**config.mk**
```make
export PLATFORM = sky130hd
export DESIGN_NAME = rca_arbiter
export DESIGN_NICKNAME = d
export VERILOG_FILES = /design/src/rtl/rca_arbiter.sv
export SDC_FILE = /design/constraint.sdc
export NUM_CORES = 1
export LEC_CHECK = 0
export CORE_ASPECT_RATIO = 0.8
export CORE_UTILIZATION = 36
export CTS_CLUSTER_DIAMETER = 150
export DETAILED_ROUTE_END_ITERATION = 10
export GPL_TIMING_DRIVEN = 1
export PLACE_DENSITY = 0.75
export SYNTH_ARGS = -nofsm -noshare
export SYNTH_HDL_FRONTEND = slang
export SYNTH_SLANG_ARGS = --single-unit
```
**constraint.sdc**
```tcl
create_clock -name clk -period 1.2 [get_ports clk]
set_input_delay 0.36 -clock clk [delete_from_list [all_inputs] [get_ports clk]]
set_output_delay 0.36 -clock clk [all_outputs]
set_load 0.01 [all_outputs]
```
**src/rtl/rca_arbiter.sv**
```systemverilog
// Round-robin arbiter/sequencer sharing one external 4-bit ripple-carry adder between two requesters.
// Optional saturating overflow counter on port ovf_cnt, enabled by defining RCA_ARB_OVF_CNT_EN.
module rca_arbiter #(
   parameter int WIDTH      = 4,
   parameter bit FIRST_PRIO = 1'b0
) (
   input  logic             clk,
   input  logic             rst_n,
   input  logic             req0,
   input  logic             req1,
   input  logic [WIDTH-1:0] a0,
   input  logic [WIDTH-1:0] b0,
   input  logic [WIDTH-1:0] a1,
   input  logic [WIDTH-1:0] b1,
   input  logic             op0,
   input  logic             op1,
   output logic             ack0,
   output logic             ack1,
   output logic [WIDTH-1:0] sum,
   output logic             ovf,
   output logic             rsp_id,
   output logic             busy,
   output logic [WIDTH-1:0] add_a,
   output logic [WIDTH-1:0] add_b,
   output logic             add_op,
`ifdef RCA_ARB_OVF_CNT_EN
   output logic [7:0]       ovf_cnt,
`endif
   input  logic [WIDTH-1:0] add_sum,
   input  logic             add_ovf
);

   localparam logic [1:0] IDLE = 2'b00;
   localparam logic [1:0] EXEC = 2'b01;
   localparam logic [1:0] RESP = 2'b10;

   logic [1:0]              state_q, state_d;
   logic                    last_q, last_d;
   logic                    gnt_q, gnt_d;
   logic signed [WIDTH-1:0] cap_a_q, cap_a_d;
   logic signed [WIDTH-1:0] cap_b_q, cap_b_d;
   logic                    cap_op_q, cap_op_d;
   logic signed [WIDTH-1:0] sum_q, sum_d;
   logic                    ovf_q, ovf_d;
   logic                    rsp_id_q, rsp_id_d;
   logic                    win;

   // On a tie the requester that was not served last wins; otherwise the lone requester wins.
   assign win = (req0 & req1) ? ~last_q : req1;

   always_comb begin
      state_d  = state_q;
      last_d   = last_q;
      gnt_d    = gnt_q;
      cap_a_d  = cap_a_q;
      cap_b_d  = cap_b_q;
      cap_op_d = cap_op_q;
      sum_d    = sum_q;
      ovf_d    = ovf_q;
      rsp_id_d = rsp_id_q;
      case (state_q)
         IDLE: begin
            if (req0 | req1) begin
               state_d  = EXEC;
               gnt_d    = win;
               last_d   = win;
               cap_a_d  = win ? a1 : a0;
               cap_b_d  = win ? b1 : b0;
               cap_op_d = win ? op1 : op0;
            end
         end
         EXEC: begin
            state_d  = RESP;
            sum_d    = add_sum;
            ovf_d    = add_ovf;
            rsp_id_d = gnt_q;
         end
         RESP:    state_d = IDLE;
         default: state_d = IDLE;
      endcase
   end

   // Capture / result stage boundary
   always_ff @(posedge clk or negedge rst_n) begin
      if (!rst_n) begin
         state_q  <= IDLE;
         last_q   <= ~FIRST_PRIO;
         gnt_q    <= 1'b0;
         cap_a_q  <= '0;
         cap_b_q  <= '0;
         cap_op_q <= 1'b0;
         sum_q    <= '0;
         ovf_q    <= 1'b0;
         rsp_id_q <= 1'b0;
      end else begin
         state_q  <= state_d;
         last_q   <= last_d;
         gnt_q    <= gnt_d;
         cap_a_q  <= cap_a_d;
         cap_b_q  <= cap_b_d;
         cap_op_q <= cap_op_d;
         sum_q    <= sum_d;
         ovf_q    <= ovf_d;
         rsp_id_q <= rsp_id_d;
      end
   end

   assign add_a  = cap_a_q;
   assign add_b  = cap_b_q;
   assign add_op = cap_op_q;
   assign sum    = sum_q;
   assign ovf    = ovf_q;
   assign rsp_id = rsp_id_q;
   assign busy   = (state_q == EXEC) | (state_q == RESP);
   assign ack0   = (state_q == RESP) & ~gnt_q;
   assign ack1   = (state_q == RESP) & gnt_q;

`ifdef RCA_ARB_OVF_CNT_EN
   function automatic logic [7:0] sat_inc(input logic [7:0] v);
      return (v == 8'hFF) ? v : v + 8'd1;
   endfunction

   logic [7:0] ovf_cnt_q, ovf_cnt_d;

   always_comb begin
      ovf_cnt_d = ovf_cnt_q;
      if ((state_q == EXEC) && add_ovf) begin
         ovf_cnt_d = sat_inc(ovf_cnt_q);
      end
   end

   // Overflow counter stage boundary
   always_ff @(posedge clk or negedge rst_n) begin
      if (!rst_n) begin
         ovf_cnt_q <= 8'd0;
      end else begin
         ovf_cnt_q <= ovf_cnt_d;
      end
   end

   assign ovf_cnt = ovf_cnt_q;
`endif

endmodule

```
# Word level (Yosys, flattened, before mapping)
# Cells that the tools add are included.
# W data, S select, Z words.
[word_totals]
register_bits = 19
in_bits = 27
out_inout_bits = 18
wordCells = 27
[classes]
eq_ne = 3
n_mux = 6
bitwise = 7
n_reduce_logical = 2
[op_table]
columns = ["operator", "count"]
rows = [
  ["$mux W4", 2],
  ["$pmux W2 S2", 1],
  ["$and A1 B1 Y1", 3],
  ["$eq A2 B1 Y1 const B", 1],
  ["$eq A2 B2 Y1 const B", 1],
  ["$logic_not A2 Y1", 1],
  ["$mux W1", 2],
  ["$mux W2", 1],
  ["$ne A2 B2 Y1 const B", 1],
  ["$not A1 Y1", 2],
  ["$or A1 B1 Y1", 2],
  ["$reduce_and A2 Y1", 1],
]

# Longest topological paths before layout
# Gate-level depths: netlist of run 1.
[logic_depth]
word_depth = 3
mapped_depth = 7
ltp_nobuf = 5

# Least setup slack after synthesis of run 1
# No wires, ideal clock.
[synth_path]
path_kind = "reg2reg"
startpoint = "register state_q[1]"
endpoint = "register ovf_q (netlist: ovf)"
setup_time_ps = 125
arrival_ps = 1155
required_time_ps = 1075
slack_ps = -80
path_stages_with_launch = 5
n_path_buf = 1
synth_period_minus_slack_ps = 1280
cell_sequence = "dfrtp_1 -> inv_1 -> ha_1 -> clkbuf_1 -> mux2_2"
[synth_between]
elab_chain_len = 1
[synth_lines]
columns = ["element", "line_no", "source"]
rows = [
  ["from (decl)", "37", "logic [1:0] state_q, state_d;"],
  ["from (signal assigned)", "96", "state_q <= state_d;"],
  ["$eq A2 B1 Y1", "61", "case (state_q)"],
  ["to (signal assigned)", "103", "ovf_q <= ovf_d;"],
  ["to (decl)", "44", "logic ovf_q, ovf_d;"],
]
# Every way passes these cells.
# A chain may end at the register's enable or synchronous reset.

# Final worst setup path of run 1
[layout_path]
startpoint = "register state_q[1]"
endpoint = "output ack1"
[layout_between]
elab_chain_len = 2
[layout_lines]
columns = ["element", "line_no", "source"]
rows = [
  ["$eq A2 B2 Y1", "116", "assign ack1 = (state_q == RESP) & gnt_q;"],
  ["$and A1 B1 Y1", "116", ""],
  ["to (decl)", "18", "output logic ack1,"],
]
# Every way passes these cells.

==> results of run 1 <==
## through the flow
| stage | hold slack (ps) | utilization, % | cell area (um2) | power (uW) | instances |
|---|---|---|---|---|---|
| after floorplan | 64.41 | - | 947.2 | 2246 | 85 |
| after global placement | 488.4 | 59.17 | 1445 | 3073 | 166 |
| after detailed placement | 500.3 | 59.17 | 1445 | 3152 | 166 |
| after CTS | 405.5 | 61.89 | 1511 | 3579 | 177 |
| after global routing | 385.1 | 67.52 | 1649 | 4276 | 183 |
| final | 401.0 | 67.52 | 1649 | 4014 | 183 |
## power by group through the flow
| stage | logic, uW | registers (uW) | clock network [uW] |
|---|---|---|---|
| after floorplan | 949 | 1300 | 0 |
| after global placement | 1900 | 1170 | 0 |
| after detailed placement | 1970 | 1190 | 0 |
| after CTS | 2080 | 1170 | 330 |
| after global routing | 2670 | 1240 | 361 |
| final | 2490 | 1200 | 323 |
## repair_timing
action,4_1_cts,5_1_grt
pin swaps,1,4
gates cloned,1,0
hold endpoints to repair,0,0
gates resized for setup,88,24
setup endpoints to repair,35,34
buffers inserted,7,8
## kinds of logic (layout without fill, tap and decap cells)
family / after synthesis / in the layout / synth area share, %
compound gates: 26 / 27 / 21.08
flops: 19 / 19 / 51.14
buf+inv: 7 / 68 / 4.563
fa+ha+maj: 4 / 4 / 5.369
mux: 7 / 7 / 8.456
simple gates: 22 / 22 / 9.398
## layer usage
metal	routed length (um)	up-vias	GRT usage, %	part of all wire (%)
li1	-	411	-	-
met1	1196	434	24.62	44
met2	1303	33	30.23	48
met3	165	2	5.135	6.1
met4	27	0	7.143	1.0
met5	0	-	0	0
## sequential cells by signal (all words and copies together), names as in the netlist
name / count
add_a: 4
gnt_q: 1
last_q: 1
add_op: 1
sum: 4
state_q: 2
rsp_id: 1
add_b: 4
ovf: 1
## layout make-up
| type | count | area [um2] |
|---|---|---|
| clock buffer | 3 | 22.52 |
| clock inverter | 1 | 5.005 |
| fill | 182 | 793.3 |
| inverter | 2 | 7.507 |
| multi-input combinational | 60 | 561.8 |
| sequential | 19 | 476.7 |
| tap | 36 | 45.04 |
| timing repair buffer | 62 | 530.5 |
## cells in the final DEF (no fill, tap or decap)
cell,netlist,routed
clkinv_2,0,1
a21boi_0,1,1
a21boi_4,1,2
dfrtp_1,18,18
o21ai_4,0,1
mux2_4,0,6
buf_12,0,1
buf_2,0,13
nor2_1,10,9
a31oi_1,1,1
a21bo_4,0,1
ha_1,4,1
clkbuf_2,1,1
nand2_1,10,9
buf_4,2,15
inv_2,0,2
o21a_4,0,1
clkbuf_4,0,3
a22o_1,1,1
ha_4,0,3
buf_6,1,7
mux2_1,1,1
dlygate4sd2_1,0,1
nand2_2,0,1
dfstp_2,1,1
clkdlybuf4s50_1,0,24
nor2b_4,0,1
nor2_2,0,1
a21oi_2,9,18
a21oi_1,10,1
and2_4,0,1
## worst max path at each step
stage                     from         end  slack [ps]  depth (start not counted)
floorplan           state_q[0]  state_q[1]          -4                          5
global placement          req0    add_b[0]        -430                          4
detailed placement        req0    add_b[3]        -470                          4
CTS                 state_q[1]        ack1        -400                          4
global route        state_q[1]        ack1        -440                          4
finish              state_q[1]        ack1        -390                          4
## worst reg2reg max path, delay by kind of cell (launching register included)
kind / cells / cell delay [ps]
muxes: 1 / 320
buffers and inverters: 2 / 210
adders and majority gates: 1 / 200
DFF: 1 / 420
==> metrics.txt, run 1 <==
leak pwr=0.0007259 uW; status=finished, violations left; Main synth FF type=dfrtp_1; Total Routing Usage GR=18.72%; PnR worst setup slack=-389.7 ps; pre-CTS setup slack=-469.3 ps; endpoints failing setup=11; post-synthesis async set-or-reset flop share=100.0%; Post-synth top cells=18 x dfrtp_1, 10 x a21oi_1, 10 x nand2_1, 10 x nor2_1, 9 x a21oi_2; CTS Buffer Depth=2; grt ovf=0; HPWL Detailed=1636 um; sequential share of power=30.0%; Die X=58.89 um; post-route clock period utilization=132.5%; Critical Path RT=840 ps; Int Power=2504 uW; I/O Pins=45; WP data arrival=1230 ps; final net count=179; Clock Skews=4.238 ps; Synth Warn #=0; area of the core=2442 um2; sequential share of the synthesized area=51.14%; PortBufs=44; Clk pwr share=8.1%; Synth area leaders=dfrtp_1 48%, a21oi_2 8.5%, mux2_2 7.2%; CTS tree=yes; initial antenna violation count=0; Initial DRT Pass Iterations=4; Clock transition at path regs=110 ps; Switch Pwr=1510 uW; Starting Density=38.17%; fin. max-slew vios=0; Synth Instances=85; RSZ-0062 raised after global routing=yes; Setup TNS=-1346 ps; slowest CP cell=dfrtp_1; DRC viols=0; CP endpoint kind=primary output; crit-path max cell delay=420 ps; R2R Path End=ovf; Crit Reg-Reg Startpoint=state_q[1]; Clk Latency, worst-skew pair=300 ps; Layout area overhead=76.91%; initial DRC count=24; peak supply drop=0.0009781 V; clk sinks=19; wire per inst=14.72 um; CTS root buf=clkbuf_4; Yosys reg bits=19; Net Count, Synth=116; FF-to-FF path depth=4; Placer Congestion=0.7452; n_diodes=0; failing checks=setup timing; Mapped Area=932.1 um2; WP buf/inv=2; max_cap viols=0; vias in the first global route=768; largest net degree at the start of global routing=20; distinct cell type count after synthesis=23; Critical Path Fanout Max=2; worst slew pin tran=445.8 ps; WS Path Type=reg -> out; fraction of layout cells with a size suffix above 1=54.42%; DRT antenna net count=0; first-pass GRT wire length=3677 um; most used cell, CP=buf_6; Final Hold Viols=0; crit start category=flip-flop; Rows=16; Post-CTS Hold Fix Bufs=0; drt total wl=2694 um; post-synth top area cell=dfrtp_1; Die Span Y=47.52 um; reg2reg setup slack=-50 ps; Yosys top cell area share=48.32%; Final min period=1590 ps; CTS buffer count=3; Switching Fraction=37.62%; cell with the most instances after synthesis=dfrtp_1; crit-path cells=buf_6, ha_4, and2_4, buf_6; die area=2798 um2; Mean Syn Cell Area=10.97 um2; number of synthesized flops with an enable pin=0; H-tree levels=1; PD cells=2434 nW/um2; Worst Hold Class=in -> async; Comb pwr share=62.0%; vias per cell=4.809; max_slew headroom=70.17%; Max Clk Rate=629.1 MHz; Vias=880; CP delay by family, top=flip-flops
Note: power is estimated with default switching activity, not from simulation.
==> inputs of run 2 (changes only) <==
--- a/config.mk
+++ b/config.mk
@@ -9,8 +9,10 @@
 export CORE_UTILIZATION = 36
 export CTS_CLUSTER_DIAMETER = 150
 export DETAILED_ROUTE_END_ITERATION = 10
+export GPL_ROUTABILITY_DRIVEN = 0
 export GPL_TIMING_DRIVEN = 1
 export PLACE_DENSITY = 0.75
+export SLEW_MARGIN = 20
 export SYNTH_ARGS = -nofsm -noshare
 export SYNTH_HDL_FRONTEND = slang
 export SYNTH_SLANG_ARGS = --single-unit
==> results of run 2 <==
Same layout as run 1: the final DEF is identical, and so are final timing and power.
==> RTL edit 1: new RTL, config.mk and constraints of run 1 <==
The parameter `WIDTH` goes from 4 to 6.
--- a/src/rtl/rca_arbiter.sv
+++ b/src/rtl/rca_arbiter.sv
@@ -1,7 +1,7 @@
 // Round-robin arbiter/sequencer sharing one external 4-bit ripple-carry adder between two requesters.
 // Optional saturating overflow counter on port ovf_cnt, enabled by defining RCA_ARB_OVF_CNT_EN.
 module rca_arbiter #(
-   parameter int WIDTH      = 4,
+   parameter int WIDTH      = 6,
    parameter bit FIRST_PRIO = 1'b0
 ) (
    input  logic             clk,
Interface: changed (8 resized); port bits go from 45 to 61. No check against the original RTL was run, so the function may have changed too.
==> RTL edit 1 against run 1 <==
The run still ends with setup timing left; first-iteration DRC count increased by 140%; area after synthesis increased by 30%; highest routed layer unchanged; sequential cell count increased by 6; via count increased by 42%; total power increased by 54%; largest cell class is now non-clock buffers; worst setup slack improved by 0.024 ns; die area increased by 29%; final area increased by 48%; routed wire length increased by 62%.
==> RTL edit 1: results (changes against run 1) <==
worst_hold_path:
  hp-class: "in2async"  # unchanged
route:
  route.final.wire_length_microns: 4360  # was 2690 microns
  num_vias: 1247  # was 880
  drt_first_pass_iters: 4  # unchanged
  drt.antenna.violating_nets: 0  # unchanged
  drt-initial-drc-count: 58  # was 24
outcome:
  status: "finished, violations left"  # unchanged
  violations: "setup timing"  # unchanged
power_and_ir_drop:
  vdd_drop_max_mv: 1.35  # was 0.978 mV
  leakage_nw: 1.06  # was 0.726 nW
  power_switching_mw: 2.36  # was 1.51 mW
placement:
  numPortBuffers: 60  # was 44
  place_congestion: 0.725  # was 0.745
  dpl.hpwl_microns: 2270  # was 1640 microns
  place_ws_ns: -0.583  # was -0.469 ns
timing:
  setup_slack_ns: -0.365  # was -0.390 ns
  fin_skew_ns: 0.00177  # was 0.00424 ns
  worstMarginPinSlew_ns: 0.263  # was 0.446 ns
  drv_slew: 0  # unchanged
  setup_viol: 28  # was 11
critical_path:
  crit_fanout: 2  # unchanged
  slowest_delay_ns: 0.42  # about the same
  slowest_stage: "dfrtp_1"  # unchanged
  path_delay_family: "flip-flops"  # unchanged
final_layout:
  final_nets: 251  # was 179
  final_layout_size_suffix_gt1_share_pct: 59.3  # was 54.4%
  n_antenna_cell: 0  # unchanged
synth:
  synth_seq_area_share_pct: 51.5  # was 51.1%
  synth_commonest_cells: "24 x dfrtp_1, 19 x a21oi_2, 14 x nand2_1, 14 x nor2_1"  # was 18 x dfrtp_1, 10 x a21oi_1, 10 x nand2_1, 10 x nor2_1, 9 x a21oi_2
  synth-main-ff-cell: "dfrtp_1"  # unchanged
  async_reset_ff_share_pct: 100  # unchanged
  synthesis.nets: 150  # was 116
  yosysWarnings: 0  # unchanged
  synth_edf_count: 0  # unchanged
  yosys-top-cells-area: "dfrtp_1 49%, a21oi_2 14%, mux2_2 7.4%, nand2_1 4.3%, nor2_1 4.3%"  # was dfrtp_1 48%, a21oi_2 8.5%, mux2_2 7.2%, a21oi_1 5.4%, ha_1 5.4%
  yosysUniqueCellTypes: 22  # was 23
cts:
  h-tree-depth: 1  # unchanged
  clock_tree.buffer_depth: 2  # unchanged
  clk-insertion-delay-late_ns: 0.28  # was 0.30 ns
  cts-root-buf: "clkbuf_8"  # was clkbuf_4
  path_clk_slew_ns: 0.09  # was 0.11 ns
  cts_made_buffers: 3  # unchanged
global_route:
  grt_usage_pct: 24.8  # was 18.7%
  grt_pass1_vias: 1266  # was 768
  antenna_found_initial: 0  # unchanged
  grt_pass1_wl_microns: 6230  # was 3680 microns
  grt_max_degree: 26  # was 20
[RTL edit 1: repair_timing]
action,CTS,global route
setup buffers,18,9
gates resized for setup,147,23
gates cloned,4,0
hold endpoints to repair,0,0
pin swaps,3,9
endpoints found under the setup margin,47,39
[RTL edit 1: path summary, 6_finish.rpt]
check	slack, ns	cells after the start	start	to
max	-0.37	4	state_q[1]	ack1
min	0.43	2	rst_n	add_b[2]
max reg2reg	-0.24	6	state_q[1]	ovf
min reg2reg	0.52	1	sum[4]	sum[4]
max in group asynchronous	0.55	2	rst_n	last_q
min in group clk	0.52	1	sum[4]	sum[4]
[RTL edit 1: power groups by stage]
| stage | combinational [mW] | clock (mW) | sequential [mW] |
|---|---|---|---|
| final | 4.10 | 0.524 | 1.56 |
| after global routing | 4.37 | 0.569 | 1.60 |
| after CTS | 3.70 | 0.527 | 1.52 |
| after detailed placement | 2.82 | 0 | 1.56 |
| after global placement | 2.74 | 0 | 1.53 |
| after floorplan | 1.24 | 0 | 1.71 |
[RTL edit 1: logic make-up after synthesis]
group | count (synthesis) | share of synthesized area (%)
compound gates | 34 | 22.5
fa+ha+maj | 4 | 4.12
buf+inv | 7 | 3.81
flops | 25 | 51.5
mux | 9 | 8.33
simple gates | 30 | 9.67
[RTL edit 1: per-layer routing]
metal  vias up  GRT usage, %  routed length, microns
li1        573             -                       -
met3         7          6.99                     300
met1       607          28.1                    1800
met4         0          10.3                      66
met2        60          44.1                    2190
met5         -             0                       0
[RTL edit 1: through the flow]
| step | power [mW] | setup TNS [ns] | std cells | area, sq um | util, % |
|---|---|---|---|---|---|
| final | 6.18 | -4.78 | 249 | 2440 | 77.5 |
| after global routing | 6.54 | -6.57 | 249 | 2440 | 77.5 |
| after detailed placement | 4.37 | -11.39 | 219 | 1980 | 62.8 |
| after floorplan | 2.95 | 0 | 109 | 1230 | - |
| after CTS | 5.75 | -4.36 | 244 | 2340 | 74.3 |
| after global placement | 4.27 | -10.19 | 219 | 1980 | 62.8 |
[RTL edit 1: area by class of cell]
cell class                      count  area (sq um)
Inverter                            2          10.0
Tap cell                           40          50.0
Multi-Input combinational cell     79           810
Timing Repair Buffer               99           898
Clock buffer                        3          41.3
Fill cell                         187           709
Sequential cell                    25           627
Clock inverter                      1          7.51
[RTL edit 1: worst reg2reg max path, cell delays in order (launching register included)]
cell and delay (ns):
dfrtp_1 0.42, buf_6 0.13, inv_4 0.05, buf_4 0.10, buf_6 0.09, ha_4 0.22
mux2_4 0.32
==> RTL edit 2: new RTL, settings of run 1 <==
Made on the original files. Register the output `ovf` once more, without a reset; this adds one clock of latency there. The other outputs are not delayed to match.
--- a/src/rtl/rca_arbiter.sv
+++ b/src/rtl/rca_arbiter.sv
@@ -109,7 +109,9 @@
    assign add_b  = cap_b_q;
    assign add_op = cap_op_q;
    assign sum    = sum_q;
-   assign ovf    = ovf_q;
+   always_ff @(posedge clk) begin
+      ovf <= ovf_q;
+   end
    assign rsp_id = rsp_id_q;
    assign busy   = (state_q == EXEC) | (state_q == RESP);
    assign ack0   = (state_q == RESP) & ~gnt_q;
Behaviour: not the same (a bounded check fails within 4 cycles, from zero or initial values and one cycle with rst_n low).
==> RTL edit 2 against run 1 <==
The flow still finishes with violations (setup timing); non-clock buffer count rose by 3; routed wire length rose by 13%; area after synthesis rose by 2.1%; worst setup slack got worse by 0.030 ns; core utilization rose by 1.7 points; global-route usage rose by 2.2 points; via count rose by 7.3%; total power rose by 7.9%; sequential share of layout area barely moved; final area rose by 4.2%; sequential cell count rose by 1; critical path type unchanged.
==> RTL edit 2: results (changes against run 1) <==
outcome:
  status: "finished, violations left"  # unchanged
  violations: "setup timing"  # unchanged
timing:
  maxSlewHeadroom_pct: 74.1  # was 70.2%
  fin_skew_ns: 0.00169  # was 0.00424 ns
  setup_slack_ns: -0.420  # was -0.390 ns
  setup_viol: 29  # was 11
  fin_setup_tns_ns: -2.12  # was -1.35 ns
placement:
  post_dp_cell_area_sq_mm: 0.00147  # was 0.00145 sq mm
  place_ws_ns: -0.505  # was -0.469 ns
  dpl.hpwl_microns: 1730  # was 1640 microns
  place_congestion: 0.733  # was 0.745
  dpl.cell_count: 167  # was 166
worst_hold_path:
  hp-class: "in2async"  # unchanged
critical_path:
  crit_fanout: 3  # was 2
  cp_data_arrival_time_ns: 1.26  # was 1.23 ns
final_layout:
  n_antenna_cell: 0  # unchanged
  fin_cells: 189  # was 183
  seq_area_sq_um: 497  # was 477 sq um
  layout_commonest_cell: "clkdlybuf4s50_1"  # unchanged
  final_layout_size_suffix_gt1_share_pct: 56.9  # was 54.4%
  fillers: 173  # was 182
synth:
  async_reset_ff_share_pct: 95.0  # was 100%
  synth_commonest_cells: "18 x dfrtp_1, 10 x a21oi_1, 10 x nand2_1, 10 x nor2_1, 9 x a21oi_2"  # unchanged
  syn_area_per_cell_sq_um: 11.1  # was 11.0 sq um
  yosys-top-cells-area: "dfrtp_1 47%, a21oi_2 8.3%, mux2_2 7.1%, a21oi_1 5.3%, ha_1 5.3%"  # was dfrtp_1 48%, a21oi_2 8.5%, mux2_2 7.2%, a21oi_1 5.4%, ha_1 5.4%
  synth_seq_area_share_pct: 52.2  # was 51.1%
  synthesis.nets: 117  # was 116
  yosysWarnings: 0  # unchanged
  yosysUniqueCellTypes: 24  # was 23
power_and_ir_drop:
  leakage_nw: 0.754  # was 0.726 nW
  vdd_drop_max_mv: 1.36  # was 0.978 mV
route:
  via_per_inst: 4.99  # was 4.81
  drt-initial-drc-count: 48  # was 24
  post_drt_wl_per_cell_microns: 16.1  # was 14.7 microns
  drt_first_pass_iters: 4  # unchanged
global_route:
  grt_pass1_vias: 885  # was 768
  grt_usage_pct: 21.0  # was 18.7%
  grtUsageMet3_pct: 2.97  # was 5.14%
  use_met2_pct: 35.3  # was 30.2%
  grt.met1_usage_pct: 27.4  # was 24.6%
  antenna_found_initial: 0  # unchanged
  grt_pass1_wl_microns: 4210  # was 3680 microns
  grt_max_degree: 20  # unchanged
cts:
  clk-insertion-delay-late_ns: 0.31
  cts_made_buffers: 3  # unchanged
  path_clk_slew_ns: 0.12
  clock_tree.buffer_depth: 2  # unchanged
-- RTL edit 2: cell types whose count changed after synthesis --
| cell | run 1 | this run |
|---|---|---|
| dfxtp_1 | 0 | 1 |
-- RTL edit 2: kinds of logic after synthesis --
group	after synthesis	share of synthesized area, %
AO/OA/AOI/OAI	26	20.6
buffers and inverters	7	4.47
adder cells (fa/ha/maj)	4	5.26
multiplexers	7	8.28
AND/OR/NAND/NOR	22	9.20
flip-flops	20	52.2
-- RTL edit 2: area by class of cell --
class | count | area share [%]
Clock buffer | 4 | 2.11
Sequential cell | 20 | 28.9
Multi-Input combinational cell | 62 | 34.4
Inverter | 2 | 0.437
Tap cell | 36 | 2.62
Timing Repair Buffer | 65 | 31.6
-- RTL edit 2: what timing repair did --
action	in CTS	in global routing
setup buffers	6	9
cloned	3	0
resized for setup	107	7
pin swaps	12	3
hold buffers	0	0
endpoints found under the setup margin	35	35
-- RTL edit 2: report_power, final --
part	total, mW	leakage [nW]	switching [mW]	internal [mW]
logic	2.67	0.505	1.18	1.48
clock network	0.409	0.0210	0.224	0.185
registers	1.26	0.228	0.229	1.03
total	4.33	0.754	1.64	2.69
-- RTL edit 2: path summary, 6_finish.rpt --
check                           start      to  slack, ns  depth (start not counted)
setup / recovery           state_q[0]    ack1      -0.42                          4
hold / removal                  rst_n  sum[2]       0.37                          2
setup reg to reg           state_q[1]  sum[1]      -0.09                          4
hold reg to reg                 ovf_q     ovf       0.39                          0
max in group asynchronous       rst_n  last_q       0.61                          2
min in group clk                ovf_q     ovf       0.39                          0
-- RTL edit 2: per-layer routing --
metal | up-vias | share of wire (%) | wire (microns)
met3 | 4 | 6.9 | 209
met4 | 0 | 1.4 | 42
met2 | 44 | 50 | 1510
li1 | 429 | - | -
met5 | - | 0 | 0
met1 | 467 | 42 | 1270
